===== src/rtl/tile004_map_fetch.sv =====
// Tile-map fetch stage: holds a writable screen tile map, turns draw
// coordinates into tile-ROM addresses and returns the registered palette
// index aligned with its coordinates. A clear sequencer sweeps the map to 0.
module tile004_map_fetch #(
   parameter int unsigned TILE_LOG2 = 4,
   parameter int unsigned MAP_COLS  = 40,
   parameter int unsigned MAP_ROWS  = 30,
   parameter int unsigned TILE_ID_W = 4,
   parameter int unsigned H_ACTIVE  = 640,
   parameter int unsigned V_ACTIVE  = 480
) (
   input  logic                             Clk,
   input  logic                             Reset_n,
   input  logic [9:0]                       DrawX,
   input  logic [9:0]                       DrawY,
   input  logic                             pix_en,
   input  logic                             wr_en,
   input  logic [5:0]                       wr_col,
   input  logic [4:0]                       wr_row,
   input  logic [TILE_ID_W-1:0]             wr_tile,
   input  logic                             clear_req,
   output logic                             busy,
   output logic [TILE_ID_W+2*TILE_LOG2-1:0] rom_addr,
   input  logic [3:0]                       rom_data,
   output logic [3:0]                       index,
   output logic                             index_valid,
   output logic [9:0]                       outX,
   output logic [9:0]                       outY
);

   localparam int unsigned COORD_W   = 10;
   localparam int unsigned COL_W     = 6;
   localparam int unsigned ROW_W     = 5;
   localparam int unsigned PIX_W     = 4;
   localparam int unsigned MAP_DEPTH = MAP_COLS * MAP_ROWS;
   localparam int unsigned MAP_AW    = $clog2(MAP_DEPTH);

   typedef enum logic [0:0] {
      ST_IDLE  = 1'b0,
      ST_CLEAR = 1'b1
   } state_t;

   logic [TILE_ID_W-1:0] map_mem [MAP_DEPTH];

   state_t               state_q, state_d;
   logic [MAP_AW-1:0]    cnt_q, cnt_d;

   logic                 mem_we_c;
   logic [MAP_AW-1:0]    mem_waddr_c;
   logic [TILE_ID_W-1:0] mem_wdata_c;

   logic                 vis_c;
   logic [COL_W-1:0]     rd_col_c;
   logic [ROW_W-1:0]     rd_row_c;
   logic [MAP_AW-1:0]    rd_addr_c;
   logic                 wr_in_range_c;
   logic [MAP_AW-1:0]    wr_addr_c;
   logic [PIX_W-1:0]     rom_sel_c;

   logic [COORD_W-1:0]   x0, y0, x1, y1;
   logic                 vis0, vis1;
   logic [TILE_ID_W-1:0] map_q;
   logic                 pix_d1;
   logic [PIX_W-1:0]     rom_hold;

   // Address arithmetic for display reads and host writes
   assign vis_c         = (DrawX < COORD_W'(H_ACTIVE)) && (DrawY < COORD_W'(V_ACTIVE));
   assign rd_col_c      = COL_W'(DrawX >> TILE_LOG2);
   assign rd_row_c      = ROW_W'(DrawY >> TILE_LOG2);
   assign rd_addr_c     = MAP_AW'(rd_row_c) * MAP_AW'(MAP_COLS) + MAP_AW'(rd_col_c);
   assign wr_in_range_c = (wr_col < COL_W'(MAP_COLS)) && (wr_row < ROW_W'(MAP_ROWS));
   assign wr_addr_c     = MAP_AW'(wr_row) * MAP_AW'(MAP_COLS) + MAP_AW'(wr_col);

   // ROM address comes straight from the stage-0 registers so the
   // 1-cycle ROM returns data in time for the output stage
   assign rom_addr = {map_q, y0[TILE_LOG2-1:0], x0[TILE_LOG2-1:0]};

   // ROM data is only fresh the cycle after an advance; otherwise use the held copy
   assign rom_sel_c = pix_d1 ? rom_data : rom_hold;

   // Clear FSM state register
   always_ff @(posedge Clk or negedge Reset_n) begin
      if (!Reset_n) begin
         state_q <= ST_IDLE;
         cnt_q   <= '0;
         busy    <= 1'b0;
      end else begin
         state_q <= state_d;
         cnt_q   <= cnt_d;
         busy    <= (state_d == ST_CLEAR);
      end
   end

   // Clear FSM next-state and sweep counter
   always_comb begin
      state_d = state_q;
      cnt_d   = cnt_q;
      case (state_q)
         ST_IDLE: begin
            if (clear_req) begin
               state_d = ST_CLEAR;
               cnt_d   = '0;
            end
         end
         ST_CLEAR: begin
            if (cnt_q == MAP_AW'(MAP_DEPTH - 1)) begin
               state_d = ST_IDLE;
               cnt_d   = '0;
            end else begin
               cnt_d = cnt_q + MAP_AW'(1);
            end
         end
         default: state_d = ST_IDLE;
      endcase
   end

   // Map write port: host writes when idle, tile 0 sweep while clearing
   always_comb begin
      mem_we_c    = 1'b0;
      mem_waddr_c = '0;
      mem_wdata_c = '0;
      case (state_q)
         ST_IDLE: begin
            if (wr_en && wr_in_range_c) begin
               mem_we_c    = 1'b1;
               mem_waddr_c = wr_addr_c;
               mem_wdata_c = wr_tile;
            end
         end
         ST_CLEAR: begin
            mem_we_c    = 1'b1;
            mem_waddr_c = cnt_q;
         end
         default: mem_we_c = 1'b0;
      endcase
   end

   // Map RAM write (contents are not reset)
   always_ff @(posedge Clk) begin
      if (mem_we_c) begin
         map_mem[mem_waddr_c] <= mem_wdata_c;
      end
   end

   // Three-stage display pipeline, advancing on pix_en; map read is read-first
   always_ff @(posedge Clk or negedge Reset_n) begin
      if (!Reset_n) begin
         x0          <= '0;
         y0          <= '0;
         vis0        <= 1'b0;
         map_q       <= '0;
         x1          <= '0;
         y1          <= '0;
         vis1        <= 1'b0;
         index       <= '0;
         index_valid <= 1'b0;
         outX        <= '0;
         outY        <= '0;
      end else if (pix_en) begin
         x0   <= DrawX;
         y0   <= DrawY;
         vis0 <= vis_c;
         if (vis_c) begin
            map_q <= map_mem[rd_addr_c];
         end
         x1          <= x0;
         y1          <= y0;
         vis1        <= vis0;
         index       <= vis1 ? rom_sel_c : '0;
         index_valid <= vis1;
         outX        <= x1;
         outY        <= y1;
      end
   end

   // Capture ROM data for the stage-1 pixel in case the pipeline stalls
   always_ff @(posedge Clk or negedge Reset_n) begin
      if (!Reset_n) begin
         pix_d1   <= 1'b0;
         rom_hold <= '0;
      end else begin
         pix_d1 <= pix_en;
         if (pix_d1) begin
            rom_hold <= rom_data;
         end
      end
   end

endmodule


===== config.mk =====
export PLATFORM = sky130hd
export DESIGN_NAME = tile004_map_fetch
export DESIGN_NICKNAME = d
export VERILOG_FILES = /design/src/rtl/tile004_map_fetch.sv
export SDC_FILE = /design/constraint.sdc
export NUM_CORES = 2
export LEC_CHECK = 0
export CORE_UTILIZATION = 48
export DETAILED_ROUTE_END_ITERATION = 16
export PLACE_DENSITY = 0.64
export SKIP_CTS_REPAIR_TIMING = 1
export SLEW_MARGIN = 10
export SYNTH_ARGS = -nofsm -noshare
export SYNTH_HDL_FRONTEND = slang
export SYNTH_MEMORY_MAX_BITS = 65536
export SYNTH_SLANG_ARGS = --single-unit

===== constraint.sdc =====
create_clock -name Clk -period 26.8 [get_ports Clk]
set_clock_uncertainty 0.2 [all_clocks]
set_input_delay 2.68 -clock Clk [delete_from_list [all_inputs] [get_ports Clk]]
set_output_delay 2.68 -clock Clk [all_outputs]
set_load 0.02 [all_outputs]

**Yosys cells after proc, flatten, opt, wreduce, memory -nomap -nowiden**

Memories as Yosys holds them, arrays and structs flattened. A register that Yosys moved wholly into a read port is not among the register bits.
Index checks and enable logic that the tools add are counted.

- Add/subtract/negate cells: 3
- Multiply operators: 2
- Div/mod/pow operators: 0
- $lt $le $gt $ge: 4
- Eq/ne operators: 2
- Shift-type cells: 0
- Muxes and demuxes: 16
- Bitwise logic cells: 1
- Reduce and logical (&&, ||, !) cells: 5

Operators with widths:

| kind | number |
|---|---|
| one-hot mux 11 bit (2 select lines) | 2 |
| 2-to-1 mux 11 bit | 3 |
| adder 11 x 6 -> 11 bit | 2 |
| multiplier 5 x 3 -> 8 bit, second input constant | 2 |
| 2-to-1 mux 4 bit | 4 |
| adder 11 x 1 -> 11 bit, second input constant | 1 |
| equality test 11 bit, second input constant | 1 |
| < comparator 10 bit, second input constant | 1 |
| < comparator 10 x 9 -> 1 bit, second input constant | 1 |
| < comparator 6 bit, second input constant | 1 |
| < comparator 5 bit, second input constant | 1 |
| 2-to-1 mux 1 bit | 5 |
| one-hot mux 1 bit (2 select lines) | 2 |
| logical AND 1 bit | 3 |
| inequality test 2 bit, second input constant | 1 |
| AND reduction 2 bit | 1 |
| zero test 1 bit | 1 |
| NOT 1 bit | 1 |

- Bits in registers: 84
- Latch bits: 0
- RAM bits: 4800
- Bits in read-only memories: 0
- Bits of input ports: 44
- Output and inout port bits: 38
- Word-level logic and storage cells: 48
- Memories kept: 1

Memories:

| memory | words | bits a word | rd ports | clocked after memory_dff | write ports | line | RTL |
|---|---|---|---|---|---|---|---|
| map_mem | 1200 | 4 | 1 | 1 | 1 | 43 | `logic [TILE_ID_W-1:0] map_mem [MAP_DEPTH];` |

**Longest topological paths before layout**

- Depth in word-level cells: 7
- Gate-level depth with buffers: 17

**Least setup slack after synthesis**

Ideal clock, no wire load.

- Kind: input port to flip-flop
- Start point: in wr_col[4]
- End point: mem map_mem[0][0] (data pin)
- Arrival: 18.576 ns
- Required time: 23.273 ns
- Slack: 4.696 ns
- Cell stages on the path: 5
- Path buffers: 2
- Cells stage by stage: o21ai_0 > and3_1 > clkbuf_1 > clkbuf_1 > and2_1

- Longest elaborated chain between the ends: 5

Ends and longest elaborated chain:

| item | line | RTL |
|---|---|---|
| start: declaration | 18 | `input logic [5:0] wr_col,` |
| < comparator 6 bit | 71 | `assign wr_in_range_c = (wr_col < COL_W'(MAP_COLS)) && (wr_row < ROW_W'(MAP_ROWS));` |
| logical AND 1 bit | 71 |  |
| logical AND 1 bit | 124 | `if (wr_en && wr_in_range_c) begin` |
| 2-to-1 mux 4 bit | 124 |  |
| 2-to-1 mux 4 bit | 122 | `case (state_q)` |
| named net mem_wdata_c[0] | 50 | `logic [TILE_ID_W-1:0] mem_wdata_c;` |
| end: declaration | 43 |  |

The timed path passes the listed nets, and every way through them passes these cells.

**Final worst setup path**

- Start point: in DrawX[4]
- End point: reg map_q[1] (read register of map_mem)

- Longest elaborated chain between the ends: 3

Ends and longest elaborated chain:

| item | line | RTL |
|---|---|---|
| start: declaration | 14 | `input logic [9:0] DrawX,` |
| < comparator 10 bit | 67 | `assign vis_c = (DrawX < COORD_W'(H_ACTIVE)) && (DrawY < COORD_W'(V_ACTIVE));` |
| logical AND 1 bit | 67 |  |
| AND reduction 2 bit (no source line) | n/a |  |
| end: declaration | 62 | `logic [TILE_ID_W-1:0] map_q;` |

Several ways; a longest one is shown, not always the timed one.
A chain may end at the register's enable or synchronous reset.

==> metrics <==
gpl congestion 0.846; Final Instance Count excl. Fillers about 15,000; Tmin final roughly 9.3 ns; slowest cell on the critical path buf_4; Worst setup EP type register; drt via density roughly 6.4; Vias 98,000; H-tree depth 5; CP Max Fanout 90; cell taking the most area after synthesis edfxtp_1; final WL around 530,000 um; Clock Latency Late Sink 1.00 ns; Longest Clk Path Bufs 4; layout cell share with drive strength beyond 1 between 20% and 30%; Top Ports 82; DRC viols 0; Worst Setup Start Kind input pin; Synth Cell Area approximately 190,000 um^2; worst min path class reg -> reg; CTS Buf Count 477; vias in the first global route between 90,000 and 100k; Post-Synth Simple-Gate Area 3.49%; Synth Instances ~9,500; max incr delay on CP 0.90 ns; Final HPWL DP slightly above 300,000 um; Peak VDD IR 58.7 uV; highest clock rate 0.108 GHz; Tcrit/Tclk final between 30% and 40%; ys flop type edfxtp_1; TritonCTS clock tree yes; sequential area share after synthesis roughly three quarters; post-synthesis mux area share between 10% and 20%; DRT Pass-1 Iters 7; Max Transition Viols Final 0; share of the synthesized area in the top cell type between 70% and 80%; Horiz. Die Dim between 600 and 700 um; reg2reg start state_q; Die H 637 um; number of flops mapped to enable cells by yosys roughly 4,800; Crit Path Category in -> reg; total congestion overflow 0; CTS Sinks just under 5,000; CP Launch Point DrawX[4]; clock slew at reported path FFs around 0.060 ns; Cell Rows around 230; Syn Area/Cell 20.5 um^2; Synth Warn # 0; Starting Density 48.3%; Synth Area in Compound Gates around 1.9%; post-synth cell types 71; Final Setup Violations 0; Initial DRC Count around 13,000; Die ar. ~410,000 um^2; most common cell after layout, fill and taps aside edfxtp_1; status finished clean; Synth Area in XOR/XNOR less than 1%; pin count of the biggest net entering global routing ~230; RSZ-0062 raised after global routing no; setup_tns 0 ns; final hold violation count 0; NumNets Final between 9,000 and 10,000; max cap viols 0; Synth area leaders edfxtp_1 74%, mux4_2 15%, nor2_1 2.5%, mux2i_1 1.5%, dfrtp_1 1.1%; Total GRT Usage roughly a quarter; initial antenna violation count 35; critical path arrival approximately 10 ns; worst-margin pin slew about 1.4 ns; routed wire length per instance roughly 35 um; pwr dens 74.0 nW/um^2; antenna violation net count after detailed routing 0; Req. time, crit path between 20 and 30 ns; Post-synth ARST share 1.80%; largest family of logic cells by synthesized area multiplexers; CTS Root Cell clkbuf_16; leakage power between 70 and 80 nW; floorplan core area 400,000 um^2; commonest non-fill, non-tap cells in the layout 4,800 x edfxtp_1, 1,294 x mux4_2, 1,252 x nor2_1; placed cells approximately 14,000; Max-slew headroom under 10%; PortBufs between 80 and 90; Layout area overhead 11.3%; end of the critical path map_q[1]; R2R Setup Slk between 15 and 20 ns; Adder-Cell Fraction of Synth Area less than 1%; post-synthesis register bit count a little under 5,000; r2r endpoint map_mem[1185][0]; first-pass GRT wire length 752,000 um; worst-case reg-to-reg path depth 9; most frequent CP cell buf_4; syn_nets 9,522; CP cell instances buf_16 -> buf_12 -> buf_4 -> buf_4 -> buf_4 -> buf_12 -> buf_4 -> mux4_2 -> mux4_2 -> mux4_2 -> a311o_1 -> a2111oi_2 -> o21ai_1
-- state kept, by name, summed over array words and instances (netlist names) --
| signal | flops |
|---|---|
| index | 4 |
| x0 | 10 |
| outY | 10 |
| vis1 | 1 |
| rom_hold | 4 |
| y0 | 10 |
| pix_d1 | 1 |
| vis0 | 1 |
| y1 | 10 |
| x1 | 10 |
| outX | 10 |
| map_q | 4 |
| cnt_q | 11 |
| map_mem | 4800 |
| index_valid | 1 |
| state_q | 1 |
-- cell usage after synthesis (6+ instances only) --
library cell and number:
nor3_1 51, mux4_2 1294, ha_1 19, nand3_1 51, a211oi_1 14, nor2b_1 8, xnor2_1 10, o211ai_1 11
o22ai_1 56, nand2b_1 6, a32oi_1 7, a311oi_1 7, edfxtp_1 4800, nor2_1 1264, buf_8 6, buf_6 69
buf_4 65, mux2_2 68, mux2i_1 285, and3_1 19, and2_1 11, o221ai_1 137, a221oi_1 10, nand2_1 229
a21oi_1 84, inv_1 16, buf_2 110, o21ai_0 58, dfrtp_1 88, nor4_1 13, a22oi_1 31, a311o_1 6
nand4_1 19, a2111oi_0 8, a31oi_1 16, a22o_1 8, buf_1 46, clkbuf_1 370
-- routing by layer --
metal	global-route usage (%)	vias to the layer above	share of wire [%]
li1	-	39100	-
met1	35.5	52300	37
met2	41.3	5480	48
met3	5.40	1043	10
met4	10.5	8	4.5
met5	0	-	0.010
-- per-stage QoR --
step	setup slack [ns]	hold slack (ns)	power [mW]	util, %	cell area (um^2)
global placement	16.10	0.284	9.40	49.9	200000
detailed placement	16.11	0.289	9.40	49.9	200000
CTS	17.15	0.297	16.0	53.8	215000
floorplan	4.70	0.265	8.97	-	194000
finish	17.50	0.295	15.9	53.8	215000
global route	16.78	0.316	16.3	53.8	215000
-- layout make-up --
| class | count | area (um^2) |
|---|---|---|
| Timing Repair Buffer | 312 | 2810 |
| Clock inverter | 303 | 2940 |
| Inverter | 17 | 81.3 |
| Multi-Input combinational cell | 3880 | 44100 |
| Clock buffer | 577 | 12500 |
| Fill cell | 30000 | 185000 |
| Tap cell | 5265 | 6590 |
| Antenna cell | 15 | 37.5 |
| Sequential cell | 4888 | 146000 |
-- kinds of logic after synthesis --
| logic type | count (synthesis) |
|---|---|
| AOI/OAI and AO/OA | 501 |
| xor gates and xnor gates | 15 |
| adders and majority gates | 23 |
| buffers and inverters | 687 |
| DFF | 4888 |
| muxes | 1647 |
| and+or+nand+nor | 1694 |
-- critical path: cells and delay by family --
kind,cells,cell delay (ns)
AO/OA/AOI/OAI,3,0.84
buffers and inverters,7,4.52
multiplexers,3,1.66
-- worst min-delay path by stage --
stage | startpoint | end | slack (ns) | cells past startpoint
after global routing | y1[4] | outY[4] | 0.32 | 1
final | x1[1] | outX[1] | 0.29 | 1
after CTS | y1[6] | outY[6] | 0.30 | 1
after detailed placement | rom_hold[2] | rom_hold[2] | 0.29 | 1
after floorplan | cnt_q[10] | cnt_q[10] | 0.26 | 1
after global placement | y1[3] | outY[3] | 0.28 | 1
-- report_power, final --
part           internal, mW  total [mW]  switching [mW]
registers              8.28        8.30          0.0172
logic                 0.317       0.949           0.632
clock network          3.82        6.69            2.87
total                  12.4        15.9            3.52
Note: power is estimated with default switching activity, not from simulation.
